## src/rtl/bank_word_sequencer.sv

```systemverilog
// Word-select sequencer sharing the bank word decoder between a single-access host (A) and a
// burst sweep engine (B). Optional abort input enabled by `define BANK_WORD_SEQ_ABORT_EN.
module bank_word_sequencer #(
    parameter int unsigned ADDR_W = 10,
    parameter int unsigned DWELL  = 2
) (
    input  logic              clk,
    input  logic              rst_n,
    input  logic              req_a,
    input  logic [ADDR_W-1:0] addr_a,
    output logic              done_a,
    input  logic              burst_start,
    input  logic [ADDR_W-1:0] burst_first,
    input  logic [ADDR_W-1:0] burst_last,
`ifdef BANK_WORD_SEQ_ABORT_EN
    input  logic              burst_abort,
`endif
    output logic              burst_busy,
    output logic              burst_done,
    output logic [ADDR_W-1:0] word_sel,
    output logic              word_en
);

    // StPause serves an A access while a burst is suspended or latched and waiting.
    typedef enum logic [1:0] {StIdle, StSingle, StBurst, StPause} state_e;

    localparam logic [3:0] CntLast = 4'(DWELL - 1);

    state_e            state_q, state_d;
    logic [3:0]        cnt_q, cnt_d;
    logic              arm_q, arm_d;
    logic [ADDR_W-1:0] sel_q, sel_d;
    logic [ADDR_W-1:0] cur_q, cur_d;
    logic [ADDR_W-1:0] last_q, last_d;
    logic              busy_q, busy_d;
    logic              done_q, done_d;
    logic              abort_hit;
    logic              dwell_end, end_word, a_acc, b_acc;
    logic [ADDR_W-1:0] nxt;

`ifdef BANK_WORD_SEQ_ABORT_EN
    logic abort_q, abort_d;
    assign abort_hit = abort_q || burst_abort;
`else
    assign abort_hit = 1'b0;
`endif

    assign dwell_end = (cnt_q == CntLast);
    assign end_word  = (cur_q == last_q) || abort_hit;
    assign nxt       = cur_q + ADDR_W'(1);
    assign a_acc     = req_a && arm_q && (state_q == StIdle || (state_q == StBurst && dwell_end));
    assign b_acc     = burst_start && !busy_q && (state_q == StIdle || state_q == StSingle);

    always_comb begin
        state_d = state_q;
        cnt_d   = cnt_q;
        arm_d   = arm_q;
        sel_d   = sel_q;
        cur_d   = cur_q;
        last_d  = last_q;
        busy_d  = busy_q;
`ifdef BANK_WORD_SEQ_ABORT_EN
        abort_d = abort_q;
        if (burst_abort && busy_q && (state_q == StBurst || state_q == StPause)) abort_d = 1'b1;
`endif

        if (!req_a) arm_d = 1'b1;
        else if (a_acc) arm_d = 1'b0;

        // busy stays high for one cycle after burst_done, then falls
        if (done_q) busy_d = 1'b0;
        if (b_acc) begin
            cur_d  = burst_first;
            last_d = burst_last;
            busy_d = 1'b1;
        end

        unique case (state_q)
            StIdle: begin
                cnt_d = 4'd0;
                if (a_acc) begin
                    state_d = b_acc ? StPause : StSingle;
                    sel_d   = addr_a;
                end else if (b_acc) begin
                    state_d = StBurst;
                    sel_d   = burst_first;
                end
            end
            StSingle: begin
                cnt_d = cnt_q + 4'd1;
                if (dwell_end) begin
                    cnt_d = 4'd0;
                    if (b_acc) begin
                        state_d = StBurst;
                        sel_d   = burst_first;
                    end else begin
                        state_d = StIdle;
                    end
                end else if (b_acc) begin
                    state_d = StPause;
                end
            end
            StPause: begin
                cnt_d = cnt_q + 4'd1;
                if (dwell_end) begin
                    cnt_d   = 4'd0;
                    state_d = StBurst;
                    sel_d   = cur_q;
                end
            end
            StBurst: begin
                cnt_d = cnt_q + 4'd1;
                if (dwell_end) begin
                    cnt_d = 4'd0;
                    if (end_word) begin
`ifdef BANK_WORD_SEQ_ABORT_EN
                        abort_d = 1'b0;
`endif
                        state_d = a_acc ? StSingle : StIdle;
                        if (a_acc) sel_d = addr_a;
                    end else begin
                        cur_d   = nxt;
                        state_d = a_acc ? StPause : StBurst;
                        sel_d   = a_acc ? addr_a : nxt;
                    end
                end
            end
            default: state_d = StIdle;
        endcase
    end

    assign burst_done = (state_q == StBurst) && dwell_end && end_word;
    assign done_d     = burst_done;
    assign done_a     = (state_q == StSingle || state_q == StPause) && dwell_end;
    assign word_en    = (state_q != StIdle);
    assign word_sel   = sel_q;
    assign burst_busy = busy_q;

    always_ff @(posedge clk or negedge rst_n) begin
        if (!rst_n) begin
            state_q <= StIdle;
            cnt_q   <= 4'd0;
            arm_q   <= 1'b1;
            sel_q   <= '0;
            cur_q   <= '0;
            last_q  <= '0;
            busy_q  <= 1'b0;
            done_q  <= 1'b0;
`ifdef BANK_WORD_SEQ_ABORT_EN
            abort_q <= 1'b0;
`endif
        end else begin
            state_q <= state_d;
            cnt_q   <= cnt_d;
            arm_q   <= arm_d;
            sel_q   <= sel_d;
            cur_q   <= cur_d;
            last_q  <= last_d;
            busy_q  <= busy_d;
            done_q  <= done_d;
`ifdef BANK_WORD_SEQ_ABORT_EN
            abort_q <= abort_d;
`endif
        end
    end

endmodule
```

## config.mk

```make
export PLATFORM = sky130hd
export DESIGN_NAME = bank_word_sequencer
export DESIGN_NICKNAME = d
export VERILOG_FILES = /design/src/rtl/bank_word_sequencer.sv
export SDC_FILE = /design/constraint.sdc
export NUM_CORES = 1
export LEC_CHECK = 0
export ABC_AREA = 1
export BUFFER_PORTS_ARGS = -buffer_cell sky130_fd_sc_hd__buf_4
export CELL_PAD_IN_SITES_DETAIL_PLACEMENT = 1
export CELL_PAD_IN_SITES_GLOBAL_PLACEMENT = 2
export CORE_MARGIN = 2
export CORE_UTILIZATION = 32
export DETAILED_ROUTE_END_ITERATION = 12
export GPL_TIMING_DRIVEN = 0
export PLACE_DENSITY = 0.94
export SLEW_MARGIN = 40
export SYNTH_ARGS = -nofsm -noshare
export SYNTH_HDL_FRONTEND = slang
export SYNTH_SLANG_ARGS = --single-unit
```

## constraint.sdc

```tcl
create_clock -name clk -period 3.4 [get_ports clk]
set_input_delay 0.17 -clock clk [delete_from_list [all_inputs] [get_ports clk]]
set_output_delay 0.17 -clock clk [all_outputs]
set_load 0.005 [all_outputs]
```

* Yosys cells after proc, flatten, opt, wreduce, memory -nomap -nowiden
Index checks and enable logic that the tools add are counted.
** Operators by class
- Mux-type cells :: 31
- Add/subtract/negate cells :: 2
- Eq/ne operators :: 12
- Reduce and logical (&&, ||, !) cells :: 17
** Operator list (count)
- 2-to-1 mux 10 bit :: 12
- one-hot mux 10 bit (4 select lines) :: 1
- 2-to-1 mux 2 bit :: 9
- adder 10 x 1 -> 10 bit, second input constant :: 1
- equality test 10 bit :: 1
- != test 3 bit, second input constant :: 3
- one-hot mux 2 bit (4 select lines) :: 1
- one-hot mux 4 bit (2 select lines) :: 1
- AND reduction 4 bit :: 2
- logical AND 1 bit :: 7
- 2-to-1 mux 1 bit :: 6
- != test 2 bit, second input constant :: 3
- adder 4 x 1 -> 4 bit, second input constant :: 1
- equality test 2 bit, second input constant :: 2
- equality test 4 x 1 -> 1 bit, second input constant :: 1
- 2-to-1 mux 4 bit :: 1
- nonzero test 2 bit :: 2
- logical OR 1 bit :: 3
- OR reduction 3 bit :: 1
- equality test 2 x 1 -> 1 bit, second input constant :: 1
- logical NOT 2 bit :: 1
- != test 2 x 1 -> 1 bit, second input constant :: 1
- logical NOT 1 bit :: 1
** Storage, ports and cells
- Word-level logic and storage cells :: 70
- Register bits :: 39
- Input bits :: 34
- Output and inout bits :: 14

* Depth between registers and ports, before layout
Gate-level depths: netlist of the first run.
- Depth in word-level cells :: 8
- Mapped depth :: 14
- Depth with buffers taken out :: 14

* Worst setup path after synthesis of the first run
OpenSTA, ideal clock, no wires.
- Kind :: register to register
- Start :: reg cnt_q[1]
- End :: reg sel_q[0], in the netlist word_sel[0]
- Setup time :: 113 ps
- Data required time :: 3287 ps
- Path slack :: 1820 ps
- Period minus slack after synthesis :: 1580 ps
- Arrival time :: 1467 ps
- Stages on the path, launching flop included :: 15
- Path buffers :: 1
- Path through :: dfrtp_1 inv_1 ha_1 nand2_1 nor2_1 nand3_1 nand2_1 nor2_1 nand2_2 nand2_2 buf_6 nor2_1 nand3_1 nand2_1 inv_1
** Between the ends
- Word-level cells in the longest chain between the ends :: 8
- Elaborated cells on any way between the ends :: 14
- Those cells by class :: eq/ne (5); mux (5); reduce/logical (4)
** Ends and longest elaborated chain
- from (decl) :: line 30 : logic [3:0] cnt_q, cnt_d;
- from (signal assigned) :: line 154 : cnt_q <= cnt_d;
- equality test 4 x 1 -> 1 bit * :: line 48 : assign dwell_end = (cnt_q == CntLast);
- logical AND 1 bit :: line 51 : assign a_acc = req_a && arm_q && (state_q == StIdle || (state_q == StBurst && dwell_end));
- logical OR 1 bit :: line 51
- logical AND 1 bit :: line 51
- 2-to-1 mux 10 bit :: line 124 : sel_d = a_acc ? addr_a : nxt;
- 2-to-1 mux 10 bit :: line 115 : if (end_word) begin
- 2-to-1 mux 10 bit :: line 113 : if (dwell_end) begin
- one-hot mux 10 bit (4 select lines) :: line 78 : unique case (state_q)
- to (signal assigned) :: line 156 : sel_q <= sel_d;
- to (decl) :: line 32 : logic [ADDR_W-1:0] sel_q, sel_d;
Mark *: on every way between the ends. The rest lies on a longest branch, timed or not. The select of a mux whose other input is x is not followed.
A chain may end at the register's enable or synchronous reset.

* Worst setup path after layout of the first run
- Start :: reg cur_q[7]
- End :: out burst_done
** Between the ends
- Word-level cells in the longest chain between the ends :: 2
** Ends and longest elaborated chain
- from (decl) :: line 33 : logic [ADDR_W-1:0] cur_q, cur_d;
- from (signal assigned) :: line 157 : cur_q <= cur_d;
- equality test 10 bit :: line 49 : assign end_word = (cur_q == last_q) || abort_hit;
- logical AND 1 bit :: line 132 : assign burst_done = (state_q == StBurst) && dwell_end && end_word;
- to (decl) :: line 19 : output logic burst_done,
No other way between the ends.

==> results.sh, run 1 <==
export IMPL_outcome="complete, no violations"
export IMPL_synthTopCellsByCount="nand2_1, inv_1, o21ai_0, dfrtp_1, nand3_1"
export IMPL_place_gp_congestion=0.861
export IMPL_cts_tree="built"
export IMPL_seq_power_share=0.399
export IMPL_setup_tns_ps=0
export IMPL_crit_required_ps=3230
export IMPL_initial_utilization=0.335
export IMPL_drc=0
export IMPL_place_hpwl_um=7290
export IMPL_worstPathMaxFanout=10
export IMPL_power_mw=1.48
export IMPL_cts_sinks=39
export IMPL_post_route_period_util=0.667
export IMPL_rsz0062_at_grt="no"
export IMPL_switching_share=0.357
export IMPL_clk_latency_ps=300
export IMPL_n_fill_cell=1140
export IMPL_hold_viol_final=0
export IMPL_path_clk_slew_ps=90
export IMPL_synthTopCellsByArea="dfrtp_1, nand2_1, o21ai_0"
export IMPL_ios=48
export IMPL_utilization=0.409
export IMPL_worst_slew_pin_transition_ps=556
export IMPL_ir_drop_v=0.000211
export IMPL_gr_usage_all_layers=0.202
export IMPL_layout_drive_gt1_share=0.148
export IMPL_top_layer="met4"
export IMPL_cts_buffers_inserted=5
export IMPL_async_flop_share=1.00
export IMPL_ys_seq_elements=39
export IMPL_slowest_delay_ps=420
export IMPL_die_area_um2=9440
export IMPL_port_buffers=47
export IMPL_critPathSlowestCell="dfrtp_1"
export IMPL_p_sw_mw=0.529
export IMPL_ys_flop_type="dfrtp_1"
export IMPL_pre_cts_ws_ps=1400
export IMPL_slew_viol_final=0
export IMPL_yosysMostFrequentCell="nand2_1"
export IMPL_hp_class="primary input to flip-flop"
export IMPL_dr_first_iter_drc_count=80
export IMPL_yosys_warnings=0
export IMPL_final_nets=543
export IMPL_core_area_um2=8300
export IMPL_cpMostUsedCell="nand2_1"
export IMPL_avgRoutedWirePerCell_um=15.0
export IMPL_setup_slack_ps=1130
export IMPL_synthToLayoutAreaGrowth_pct=22.4
export IMPL_netlist_area_um2=2780
export IMPL_relSlewSlack=0.629
export IMPL_max_freq_ghz=0.441
export IMPL_maxCapViolations=0
export IMPL_yosysTopAreaCell="dfrtp_1"
export IMPL_drtAntennaViolNets=0
export IMPL_synth_avg_cell_area_um2=6.17
export IMPL_crit_family="buffers and inverters"
export IMPL_power_frac_comb=0.315
export IMPL_met2WireLength_um=4430
export IMPL_crit_arrival_ps=2100
export IMPL_synth_top_area_frac=0.342
export IMPL_fp_row_count=33
export IMPL_dp_cells=602
export IMPL_first_pass_iters=4
export IMPL_grt_first_pass_wirelength_um=15600
export IMPL_seq_area_frac_synth=0.352
export IMPL_path_class="flip-flop to output pin"
export IMPL_antenna_cells=0
export IMPL_cp_cell_sequence="inv_1, nand2_1, nand2_1, nor2_1, nand2_1, inv_1, nand2_1, clkbuf_1, nor2_1, buf_4"
export IMPL_synth_cell_types=26
export IMPL_post_cts_resize_count=0
export IMPL_pwr_density_cell_nw_per_um2=436
export IMPL_syn_nets=487
export IMPL_routed_wl_um=9210
export IMPL_clkPwrFrac=0.286
export IMPL_htreeDepth=2
export IMPL_via_per_inst=4.90
export IMPL_place_area_um2=3260
export IMPL_clock_path_buffers=2
export IMPL_synth_edff_count=0
export IMPL_die_h_um=97.1
export IMPL_synthCells=450
export IMPL_grt_ovfl_total=0
export IMPL_cts_root_buf="clkbuf_8"
export IMPL_fin_worst_skew_ps=7.56
export IMPL_stdcell_area_um2=3400
export IMPL_crit_path_start_kind="flip-flop"
export IMPL_grt_max_degree=40
export IMPL_chipWidth_um=97.1
export IMPL_grt_pass1_vias=3168
export IMPL_p_int_mw=0.953
export IMPL_hold_slack_ps=73.6
export IMPL_cp_end_kind="output pin"
export IMPL_stdcell_count=612
export IMPL_final_setup_viol_count=0
export IMPL_antenna_found_initial=0
export IMPL_path_buf_inv=4
export IMPL_wl_met1_um=4370
export IMPL_num_vias=2998
export IMPL_layout_min_cycle_time_ps=2270
export IMPL_wl_met3_um=343
export IMPL_leakagePower_nw=1.79
==> sequential cells by signal, summed over array words and instances, names as in the netlist <==
signal      flops
done_q          1
arm_q           1
cur_q          10
state_q         2
last_q         10
cnt_q           4
word_sel       10
burst_busy      1
==> worst min-delay path: stages <==
cell,delay [ps]
buf_4,80
nand2_1,40
o21ai_0,50
==> routing by layer <==
metal / global-route usage / vias up
met2: 0.351 / 52
met5: 0 / -
met1: 0.270 / 1433
met4: 0.0347 / 0
li1: - / 1509
met3: 0.0288 / 4
==> kinds of logic (layout without fill, tap and decap cells) <==
logic type,Yosys count,in the layout,synth area share
xor gates and xnor gates,5,5,0.0158
buffers and inverters,89,146,0.130
and+or+nand+nor,245,245,0.358
AOI/OAI and AO/OA,69,69,0.131
adders and majority gates,3,3,0.0135
DFF,39,39,0.352
==> worst paths after layout <==
path                                from           to  depth (start not counted)  slack [ps]
setup / recovery                cur_q[7]   burst_done                         10        1130
hold / removal             burst_last[2]    last_q[2]                          3          70
setup reg to reg                cur_q[7]  word_sel[3]                         14        1390
hold reg to reg                   done_q   burst_busy                          1         450
max in group asynchronous          rst_n     cur_q[3]                          2        2610
min in group asynchronous          rst_n     cnt_q[1]                          2         400
==> cell type report <==
type,instances,area (um^2),area share
Clock buffer,6,82.6,0.0243
Multi-Input combinational cell,322,1440,0.423
Inverter,74,278,0.0817
Sequential cell,39,977,0.288
Clock inverter,2,35.0,0.0103
Timing Repair Buffer,49,373,0.110
Buffer,15,82.6,0.0243
Tap cell,105,131,0.0387
==> layout by cell type (no fill, tap or decap), drive strengths merged, types with 4 or more instances in the layout <==
master    n
buf      55
clkbuf   13
dfrtp    38
inv      73
nand2   170
nand3    37
nor2     34
o21ai    54
o22ai     9
xor2      4
==> power by group through the flow <==
| stage | sequential, mW | clock, mW | combinational, mW |
|---|---|---|---|
| 6_report | 0.592 | 0.424 | 0.466 |
| 3_3_place_gp | 0.595 | 0 | 0.446 |
| 3_5_place_dp | 0.601 | 0 | 0.465 |
| 4_1_cts | 0.592 | 0.435 | 0.470 |
| 2_1_floorplan | 0.585 | 0 | 0.281 |
| 5_1_grt | 0.605 | 0.443 | 0.547 |
==> repair_timing <==
item | 4_1_cts | 5_1_grt
hold buffers | 2 | 0
setup buffers | 0 | 0
endpoints found under the hold margin | 39 | 0
setup endpoints to repair | 0 | 0
Note: power is estimated with default switching activity, not from simulation.
==> run 2: changes to the inputs <==
--- a/config.mk
+++ b/config.mk
@@ -10,10 +10,10 @@
 export CELL_PAD_IN_SITES_DETAIL_PLACEMENT = 1
 export CELL_PAD_IN_SITES_GLOBAL_PLACEMENT = 2
 export CORE_MARGIN = 2
-export CORE_UTILIZATION = 32
+export CORE_UTILIZATION = 27
 export DETAILED_ROUTE_END_ITERATION = 12
 export GPL_TIMING_DRIVEN = 0
-export PLACE_DENSITY = 0.94
+export PLACE_DENSITY = 0.86
 export SLEW_MARGIN = 40
 export SYNTH_ARGS = -nofsm -noshare
 export SYNTH_HDL_FRONTEND = slang
==> constraint.sdc (replaced) <==
create_clock -name clk -period 2 [get_ports clk]
set_input_delay 0.1 -clock clk [delete_from_list [all_inputs] [get_ports clk]]
set_output_delay 0.1 -clock clk [all_outputs]
set_load 0.005 [all_outputs]
==> results.sh, run 2 (same netlist as run 1, synthesis figures left out) <==
export IMPL_dr_first_iter_drc_count=74
export IMPL_antenna_cells=0
export IMPL_cts_root_buf="clkbuf_8"
export IMPL_die_area_um2=11100
export IMPL_top_layer="met4"
export IMPL_gr_usage_all_layers=0.181
export IMPL_slew_viol_final=0
export IMPL_post_route_period_util=0.918
export IMPL_final_cell_mix="nand2_1, inv_1, o21ai_0, buf_4, nand3_1"
export IMPL_clk_latency_ps=310
export IMPL_num_vias=3022
export IMPL_reg2reg_setup_slack_ps=170
export IMPL_power_mw=2.69
export IMPL_slowest_delay_ps=390
export IMPL_hold_slack_ps=-2.42
export IMPL_grt_pass1_vias=3202
export IMPL_htreeDepth=2
export IMPL_path_buf_inv=4
export IMPL_grt_max_degree=40
export IMPL_grt_ovfl_total=0
export IMPL_place_hpwl_um=7320
export IMPL_die_h_um=105
export IMPL_violations="negative hold slack"
export IMPL_cts_buffers_inserted=5
export IMPL_port_buffers=47
export IMPL_crit_path_start_kind="flip-flop"
export IMPL_ios=48
export IMPL_layout_min_cycle_time_ps=1840
export IMPL_worst_slew_pin_transition_ps=550
export IMPL_layout_drive_gt1_share=0.200
export IMPL_path_class="flip-flop to output pin"
export IMPL_drtAntennaViolNets=0
export IMPL_final_nets=551
export IMPL_rsz0062_at_grt="yes"
export IMPL_final_setup_viol_count=0
export IMPL_max_freq_ghz=0.545
export IMPL_pwr_density_cell_nw_per_um2=748
export IMPL_crit_arrival_ps=1740
export IMPL_hold_viol_final=1
export IMPL_maxCapViolations=0
export IMPL_core_area_um2=10100
export IMPL_outcome="complete, but fails checks"
export IMPL_wl_met3_um=292
export IMPL_cts_tree="built"
export IMPL_initial_utilization=0.274
export IMPL_place_gp_congestion=0.843
export IMPL_ir_drop_v=0.000278
export IMPL_grt_first_pass_wirelength_um=16000
export IMPL_wl_met1_um=4590
export IMPL_antenna_found_initial=0
export IMPL_clock_path_buffers=2
export IMPL_drc=0
export IMPL_fin_worst_skew_ps=9.90
export IMPL_cp_end_kind="output pin"
export IMPL_leakagePower_nw=1.84
export IMPL_n_fill_cell=1311
export IMPL_via_per_inst=4.64
export IMPL_met2WireLength_um=4520
export IMPL_crit_required_ps=1900
export IMPL_relSlewSlack=0.634
export IMPL_routed_wl_um=9660
export IMPL_layout_commonest_cell="nand2_1"
export IMPL_synthToLayoutAreaGrowth_pct=29.6
export IMPL_hp_class="primary input to flip-flop"
export IMPL_path_clk_slew_ps=90
export IMPL_crit_family="simple AND/OR/NAND/NOR gates"
export IMPL_fp_row_count=37
export IMPL_critPathSlowestCell="dfrtp_1"
export IMPL_avgRoutedWirePerCell_um=14.8
export IMPL_first_pass_iters=4
export IMPL_worstPathMaxFanout=10
export IMPL_cts_sinks=39
export IMPL_cp_cell_sequence="inv_1, nand2_1, nand2_1, nor2_1, nand2_2, inv_1, nand2_2, clkbuf_8, nor2_2, buf_4"
export IMPL_chipWidth_um=105
[run 2: changes by cell type in the layout (fill, tap and decap cells not counted), moves of 4 or more]
cell / before / now
dfrtp_1: 38 / 32
dfrtp_2: 0 / 6
dlygate4sd3_1: 2 / 6
nor2_1: 31 / 24
nor2_2: 3 / 10
[run 2: final timing paths]
kind,startpoint,cells after the start,endpoint
max,cur_q[7],10,burst_done
min,burst_last[2],3,last_q[2]
max reg2reg,state_q[1],13,word_sel[3]
min reg2reg,done_q,1,burst_busy
max in group asynchronous,rst_n,2,cur_q[0]
min in group asynchronous,rst_n,2,word_sel[4]
[run 2: area by class of cell]
cell class | count | area, um^2 | area share
multi-input combinational | 322 | 1480 | 0.412
sequential | 39 | 985 | 0.274
timing repair buffer | 57 | 443 | 0.123
inverter | 74 | 282 | 0.0782
tap | 136 | 170 | 0.0473
buffer | 15 | 103 | 0.0285
clock buffer | 6 | 72.6 | 0.0202
clock inverter | 2 | 60.1 | 0.0167
[run 2: through the flow]
step                cell area [um^2]  utilization  TNS, ps  std cells  setup slack (ps)
floorplan                       2780            -        0        450               420
global placement                3300        0.325    -44.5        633             -25.7
detailed placement              3300        0.325     -217        633             -49.7
CTS                             3510        0.346        0        647              33.1
global route                    3600        0.355    -38.5        651             -38.5
finish                          3600        0.355        0        651               164
[run 2: what timing repair did]
action / 4_1_cts / 5_1_grt
hold endpoints to repair: 43 / 0
gates resized for setup: 7 / 26
pin swaps: 0 / 3
endpoints found under the setup margin: 10 / 24
setup buffers: 0 / 4
hold buffers: 6 / 0
[run 2: report_power, final]
part | switching, mW | internal (mW)
logic | 0.495 | 0.339
registers | 0.126 | 0.899
clock network | 0.331 | 0.500
[run 2: routing by layer]
metal	track usage	up-vias
met5	0	-
met4	0.0667	0
met3	0.0278	19
met2	0.296	53
met1	0.242	1425
li1	-	1525
[run 2: worst register-to-register path: cells and delay by family (launching register included)]
family | cells | cell delay, ps
simple gates | 10 | 980
buf+inv | 3 | 320
flops | 1 | 450
